--- src/rtl/spi_fsm.sv ---
// Transaction controller for the SPI memory slave: sequences address capture, memory write
// and read-data load/shift-out from conditioned CS/SCLK edge pulses.
module spi_fsm #(
    parameter int unsigned DATA_WIDTH = 8,
    parameter int unsigned ADDR_WIDTH = 7
) (
    input  logic                  clk,
    input  logic                  rst_n,
    input  logic                  cs_cond,
    input  logic                  sclk_pos,
    input  logic                  sclk_neg,
    input  logic [DATA_WIDTH-1:0] shift_data,
    output logic                  addr_we,
    output logic                  dm_we,
    output logic                  sr_we,
    output logic                  miso_buff,
    output logic [2:0]            state
);

    localparam int unsigned CntW = $clog2(DATA_WIDTH + 1);
    localparam logic [CntW-1:0] LastCnt = CntW'(DATA_WIDTH - 1);

    typedef enum logic [2:0] {
        StIdle     = 3'd0,
        StGetAddr  = 3'd1,
        StGotAddr  = 3'd2,
        StReadLoad = 3'd3,
        StReadOut  = 3'd4,
        StWriteIn  = 3'd5,
        StWriteMem = 3'd6,
        StDone     = 3'd7
    } state_e;

    state_e          stateQ, stateD;
    logic [CntW-1:0] cntQ, cntD;

    // Only the rw bit is consumed here; the address bits go straight to the external latch.
    logic unusedAddrBits;
    assign unusedAddrBits = ^shift_data[ADDR_WIDTH:1];

    always_ff @(posedge clk or negedge rst_n) begin
        if (!rst_n) begin
            stateQ <= StIdle;
            cntQ   <= '0;
        end else begin
            stateQ <= stateD;
            cntQ   <= cntD;
        end
    end

    always_comb begin
        stateD = stateQ;
        cntD   = cntQ;
        case (stateQ)
            StIdle: begin
                if (!cs_cond) stateD = StGetAddr;
            end
            StGetAddr: begin
                if (sclk_pos) begin
                    if (cntQ == LastCnt) stateD = StGotAddr;
                    else                 cntD   = cntQ + CntW'(1);
                end
            end
            StGotAddr:  stateD = shift_data[0] ? StReadLoad : StWriteIn;
            StReadLoad: stateD = StReadOut;
            StReadOut: begin
                if (sclk_neg) begin
                    if (cntQ == LastCnt) stateD = StDone;
                    else                 cntD   = cntQ + CntW'(1);
                end
            end
            StWriteIn: begin
                if (sclk_pos) begin
                    if (cntQ == LastCnt) stateD = StWriteMem;
                    else                 cntD   = cntQ + CntW'(1);
                end
            end
            StWriteMem: stateD = StDone;
            StDone:     stateD = StDone;
            default:    stateD = StIdle;
        endcase
        // Chip-select release aborts from anywhere and beats any edge pulse.
        if (stateQ != StIdle && cs_cond) stateD = StIdle;
        if (stateD != stateQ) cntD = '0;
    end

    always_comb begin
        addr_we   = 1'b0;
        dm_we     = 1'b0;
        sr_we     = 1'b0;
        miso_buff = 1'b0;
        case (stateQ)
            StGotAddr:  addr_we   = 1'b1;
            StReadLoad: sr_we     = 1'b1;
            StReadOut:  miso_buff = 1'b1;
            StWriteMem: dm_we     = 1'b1;
            default:    ;
        endcase
    end

    assign state = stateQ;

endmodule

--- config.mk ---
export PLATFORM = sky130hd
export DESIGN_NAME = spi_fsm
export DESIGN_NICKNAME = d
export VERILOG_FILES = /design/src/rtl/spi_fsm.sv
export SDC_FILE = /design/constraint.sdc
export NUM_CORES = 1
export LEC_CHECK = 0
export BUFFER_PORTS_ARGS = -buffer_cell sky130_fd_sc_hd__buf_4
export CAP_MARGIN = 20
export CORE_AREA = 2 2 39 41
export DETAILED_ROUTE_END_ITERATION = 12
export DIE_AREA = 0 0 41 43
export GPL_TIMING_DRIVEN = 0
export PLACE_DENSITY = 0.73
export SLEW_MARGIN = 20
export SYNTH_ARGS = -nofsm -noshare
export SYNTH_HDL_FRONTEND = slang
export SYNTH_SLANG_ARGS = --single-unit
--- constraint.sdc ---
create_clock -name clk -period 2.7 [get_ports clk]
set_input_delay 0.81 -clock clk [delete_from_list [all_inputs] [get_ports clk]]
set_output_delay 0.81 -clock clk [all_outputs]
set_load 0.05 [all_outputs]
# After elaboration in Yosys (flattened, before gate mapping)
# Index checks and enable logic that the tools add are counted.
# classes
n_addsub,1
n_reduce_logical,7
n_mux,19
n_eq_ne,11
# ops
op,n
2-to-1 mux 3 bit,9
case mux 3 bit (7 select lines),1
2-to-1 mux 4 bit,4
"== test 3 bit, second input constant",4
case mux 4 bit (2 select lines),1
"== test 3 x 2 -> 1 bit, second input constant",2
nonzero test 3 bit,2
"adder 4 x 1 -> 4 bit, second input constant",1
"== test 4 x 3 -> 1 bit, second input constant",1
2-to-1 mux 1 bit,4
OR reduction 2 bit,2
"== test 3 x 1 -> 1 bit, second input constant",1
logical NOT 3 bit,1
"inequality test 3 x 1 -> 1 bit, second input constant",1
inequality test 3 bit,1
"inequality test 3 bit, second input constant",1
AND reduction 3 bit,1
logical AND 1 bit,1
# totals
in_bits,13
wordCells,40
out_inout_bits,7
register_bits,7

# Depth between registers and ports, before layout
# Gate-level depths: netlist of run 1.
# logic_depth
ltp_word,8
depth_mapped,7
depth_no_buf,6

# Worst setup path before layout of run 1
# Ideal clock, no wire load.
# synth_path
path_kind,reg-to-output
from,"register stateQ[0], in the netlist state[0]"
to,output sr_we
path_stages_with_launch,3
required_ns,1.890
slack_ns,-0.134
arrival_ns,2.024
n_path_buf,0
path_cell_list,dfrtp_1 -> inv_1 -> nor3_1
# synth_between
elab_chain_len,2
# synth_rtl
item,line,text
"start, declared",34,"state_e stateQ, stateD;"
"start signal, assigned",43,stateQ <= StIdle;
"start signal, assigned",46,stateQ <= stateD;
== test 3 x 2 -> 1 bit,92,case (stateQ)
2-to-1 mux 1 bit,92,
"end, declared",15,"output logic sr_we,"
# Every way passes these cells.

# Worst setup path in the final report of run 1
# Same ends and word-level chain as after synthesis.

==> results of run 1 <==
[power breakdown]
group	total [W]	leakage (nW)	switching, W	internal [W]
clock network	0.0000954	0.0150	0.0000390	0.0000564
registers	0.000118	0.0951	0.00000717	0.000111
logic	0.0000451	0.171	0.0000249	0.0000202
[flip-flops by register name (all words and copies together) (netlist names)]
register	count
cntQ	4
state	3
[per-stage QoR]
| stage | total power [W] | setup WS (ps) | hold WS [ps] |
|---|---|---|---|
| floorplan | 0.0001492 | 257.1 | 514.4 |
| global placement | 0.0001649 | 738.7 | 554.1 |
| detailed placement | 0.0001654 | 715.0 | 558.7 |
| CTS | 0.0002624 | 587.1 | 353.5 |
| global route | 0.0002729 | 507.4 | 359.0 |
| finish | 0.0002587 | 586.5 | 355.2 |
[layer usage]
metal,GRT usage (%),vias to the layer above,wire length [um]
met5,0,-,0
met4,10.00,0,21
met3,1.571,2,63
met2,19.69,15,420
met1,18.75,193,450
li1,-,217,-
[cells by family after synthesis]
logic type / count (synthesis)
compound gates: 14
buf+inv: 4
simple gates: 23
fa+ha+maj: 1
flops: 7
xor+xnor: 2
[final timing paths]
check                               startpoint  cells past startpoint  slack [ps]                  end
min in group clk           cntQ[1]$_DFFE_PN0P_                      2         570  cntQ[1]$_DFFE_PN0P_
setup reg to reg           cntQ[0]$_DFFE_PN0P_                      7         790  cntQ[2]$_DFFE_PN0P_
setup / recovery            state[0]$_DFF_PN0_                      3         590                sr_we
hold reg to reg            cntQ[1]$_DFFE_PN0P_                      2         570  cntQ[1]$_DFFE_PN0P_
hold / removal                           rst_n                      1         360  cntQ[3]$_DFFE_PN0P_
max in group asynchronous                rst_n                      1        2220   state[2]$_DFF_PN0_
[cell usage in the layout (no fill, tap or decap), types with 2 or more instances in the layout]
cell,instances
buf_4,13
nor2_1,8
dfrtp_1,7
a21oi_1,4
nor3_2,3
nand2_1,3
nand3_1,3
clkbuf_4,3
inv_1,2
and3_1,2
o21ai_0,2
a211o_1,2
xnor2_1,2
[cell type report]
type	count	area (um2)
repair buffers	12	90.09
clock buffers	4	26.28
well taps	16	20.02
inverters	2	7.507
flip-flops and latches	7	175.2
multi-input cells	40	276.5
fillers	140	769.5
plain buffers	2	18.77
==> run metrics, run 1 <==
Top FF cell, synth dfrtp_1; DP HPWL 763.5 um; status finished clean; simple-gate share of the synthesized area 25.94%; CP delay by family, top flip-flops; initial core utilization 33.82%; DRT Pass-1 Iters 2; WP buf/inv 2; total negative setup slack 0 ps; # setup viols final 0; GRT Total Usage 13.95%; fmax 473.2 MHz; Worst Tran Pin Value 347.9 ps; DIE HEIGHT 43 um; fin. max-slew vios 0; Ys Warns 0; final hold violations 0; clock-pin slew on the worst setup and hold paths 50 ps; top-area cell type share of the netlist area 37.43%; Routed Antenna Nets 0; commonest cells in the netlist 8 x nor2_1, 7 x dfrtp_1, 4 x a21oi_1; share of layout cells above drive strength 1 37.31%; post-cts resize count 0; post-placement cell count 79; TritonCTS clock tree done; vias in the first global route 411; Die X 41 um; #FFs+latches synth 7; crit path max fanout 9; CP peak stage delay 490 ps; Tmin final 2113 ps; Synth Area in Compound Gates 24.60%; die area 0.001763 mm2; Yosys cell types 24; I/O pin cnt 20; number of port buffers 12; most frequent cell after synthesis nor2_1; post-CTS setup buffers 0; clock insertion delay at the later pin of the skew report 250 ps; register area share after synthesis 37.43%; fraction of synthesized cell area in xor and xnor cells 3.743%; Hold Buf Count CTS 0; WL final 955 um; Post-Syn Nets 65; design area 614.3 um2; Rel. slew slack 76.70%; post-synth top area cell dfrtp_1; drc violations 0; first-pass GRT wire length 1.662 mm; number of max-cap violations 0; GRT overflow 0; CORE AREA 0.001384 mm2; worst path cell trace inv_1, nor3_2, buf_4; Via Count 427; ys async rst share 100.0%; post-DR wirelength/cell 11.51 um; antenna diode count 0; post-synthesis cell area 467.9 um2; Area Overhead vs Synth 31.28%; Synth Area in Adders 2.674%; initial DRC count 1; Synth area leaders dfrtp_1 37%, nor2_1 6.4%, a31oi_4 4.5%; cts bufs inserted 3; mux share of post-synthesis cell area 0%; Layout Skew 2.893 ps; final std cells w/o fill 83; CTS max path bufs 2; Worst Path Required 1890 ps; DR vias/cell 5.145; Final nets 82; number of flops mapped to enable cells by yosys 0; Mean Syn Cell Area 9.175 um2; largest family of logic cells by synthesized area simple AND/OR/NAND/NOR gates; largest net degree at the start of global routing 11; VDD IR max 0.2618 mV; worst hold path type primary input to asynchronous set/reset pin; Critical Path End Type primary output; Post-DP Area 588.1 um2; Placement Rows 14; Sink Count 7; Crit-path slowest cell dfrtp_1; CP arrival 1300 ps; RePlAce Congestion 0.7409; Final Cycle Share 78.28%; CP Class register to primary output; Power Dens Cells 421.0 mW/mm2; Root Buffer Master clkbuf_4; startpoint types register; initial antenna violation count 0; post-layout util 44.39%; htree depth 1; Lkg Pwr 0.2813 nW; RSZ-0062 raised after global routing false; Synth Instances 51
Power figures use the tool's default switching activity.
==> run 2, diff against run 1 <==
Clock period 2.7 ns to 2.15 ns, I/O delays scaled along.
==> run 2 against run 1 <==
Against the previous run:
- critical path depth is the same
- sequential share of layout area shrank 0.57 points
- clock power grew 24%
- worst setup slack lost 440 ps
- non-clock buffer count is the same
- clock skew shrank 2.6 ps
==> run metrics, run 2 (synthesis results as in run 1) <==
status finished clean (unchanged); worst hold path type primary input to asynchronous set/reset pin (unchanged); WL final 954 um (was 955 um); Sink Count 7 (unchanged); DP HPWL 794.8 um (was 763.5 um); Worst Path Required 1500 ps (was 1890 ps); most frequent cells in the layout 13 x buf_4, 8 x nor2_1, 7 x dfrtp_1, 4 x a21oi_1 (unchanged); number of port buffers 12 (unchanged); drc violations 0 (unchanged); Hold Buf Count CTS 0 (unchanged); most common cell after layout, fill and taps aside buf_4 (unchanged); Layout Skew 0.3071 ps (was 2.893 ps); RSZ-0062 raised after global routing false (unchanged); post-CTS setup buffers 0 (unchanged); initial core utilization 33.82% (unchanged); Lkg Pwr 0.2850 nW (was 0.2813 nW); TritonCTS clock tree done (unchanged); share of layout cells above drive strength 1 37.31% (unchanged); fin. max-slew vios 0 (unchanged); htree depth 1 (unchanged); Worst Tran Pin Value 332.2 ps (was 347.9 ps); largest net degree at the start of global routing 11 (unchanged); number of max-cap violations 0 (unchanged); fmax 500.1 MHz; die area 0.001763 mm2 (unchanged); final hold violations 0 (unchanged); cts bufs inserted 3 (unchanged); GRT Total Usage 13.56% (was 13.95%); Root Buffer Master clkbuf_4 (unchanged); post-DR wirelength/cell 11.49 um (was 11.51 um); I/O pin cnt 20 (unchanged); final std cells w/o fill 83 (unchanged); crit path max fanout 8 (was 9); largest register by flop count cntQ (unchanged); vias in the first global route 434 (was 411); initial DRC count 3 (was 1); Area Overhead vs Synth 33.96% (was 31.28%); Rel. slew slack 77.75% (was 76.70%); CP Class register to primary output (unchanged); DR vias/cell 5.205 (was 5.145); post-cts resize count 0 (unchanged); CORE AREA 0.001384 mm2 (unchanged); Largest register FFs 4 (unchanged); Final nets 82 (unchanged); CTS max path bufs 2 (unchanged); DIE HEIGHT 43 um (unchanged); Critical Path End Type primary output (unchanged); CP arrival 1350 ps (was 1300 ps); # setup viols final 0 (unchanged); GRT overflow 0 (unchanged); Routed Antenna Nets 0 (unchanged); Die X 41 um (unchanged); total negative setup slack 0 ps (unchanged); startpoint types register (unchanged); initial antenna violation count 0 (unchanged); Power Dens Cells 519.2 mW/mm2 (was 421.0 mW/mm2); Placement Rows 14 (unchanged); Via Count 432 (was 427); post-placement cell count 79 (unchanged); clock-pin slew on the worst setup and hold paths 50 ps (about the same); clock insertion delay at the later pin of the skew report 250 ps (about the same); first-pass GRT wire length 1.628 mm (was 1.662 mm); antenna diode count 0 (unchanged); DRT Pass-1 Iters 2 (unchanged); VDD IR max 0.2244 mV (was 0.2618 mV); Final Cycle Share 93.01%; RePlAce Congestion 0.7361 (was 0.7409); Tmin final 2000 ps
[run 2: cell counts in the layout (fill, tap and decap cells not counted)]
Identical to the previous run, type by type.
[run 2: final cells by class]
cell class / instances / area (um2)
buffer: 2 / 18.77
clock buffer: 4 / 26.28
fill: 140 / 757.0
inverter: 2 / 7.507
multi-input combinational: 40 / 289.0
sequential: 7 / 175.2
tap: 16 / 20.02
timing repair buffer: 12 / 90.09
[run 2: final timing paths]
check	startpoint	endpoint	slack, ps	cells after the start
worst max register to register	cntQ[0]$_DFFE_PN0P_	cntQ[2]$_DFFE_PN0P_	210	7
worst max-delay path	state[1]$_DFF_PN0_	miso_buff	150	3
worst min register to register	cntQ[3]$_DFFE_PN0P_	cntQ[3]$_DFFE_PN0P_	560	2
min in group clk	cntQ[3]$_DFFE_PN0P_	cntQ[3]$_DFFE_PN0P_	560	2
worst min-delay path	rst_n	cntQ[0]$_DFFE_PN0P_	190	1
max in group asynchronous	rst_n	state[1]$_DFF_PN0_	1840	1
[run 2: through the flow]
stage	hold slack [ps]	util, %	setup slack [ps]	instance area (um2)	total power, W
floorplan	349.4	-	4.873	490.5	0.0001884
global placement	461.2	43.40	228.5	600.6	0.0002084
detailed placement	462.7	43.40	227.6	600.6	0.0002100
CTS	190.4	45.30	130.1	626.9	0.0003324
global route	186.7	45.30	54.04	626.9	0.0003478
finish	194.7	45.30	150.4	626.9	0.0003255
[run 2: per-layer routing]
| metal | vias up | track usage [%] | wire length (um) |
|---|---|---|---|
| li1 | 219 | - | - |
| met1 | 194 | 15.18 | 417 |
| met2 | 16 | 21.88 | 447 |
| met3 | 3 | 1.571 | 67 |
| met4 | 0 | 10.00 | 23 |
| met5 | - | 0 | 0 |
[run 2: power breakdown]
| part | switching (W) | leakage [nW] | total (W) | internal [W] |
|---|---|---|---|---|
| sequential | 0.00000935 | 0.0951 | 0.000149 | 0.000139 |
| combinational | 0.0000327 | 0.175 | 0.0000584 | 0.0000258 |
| clock | 0.0000476 | 0.0150 | 0.000118 | 0.0000708 |
[run 2: critical path, stage by stage (launching register included)]
cell	delay (ps)
dfrtp_1	440
inv_1	270
and3_1	200
buf_4	190
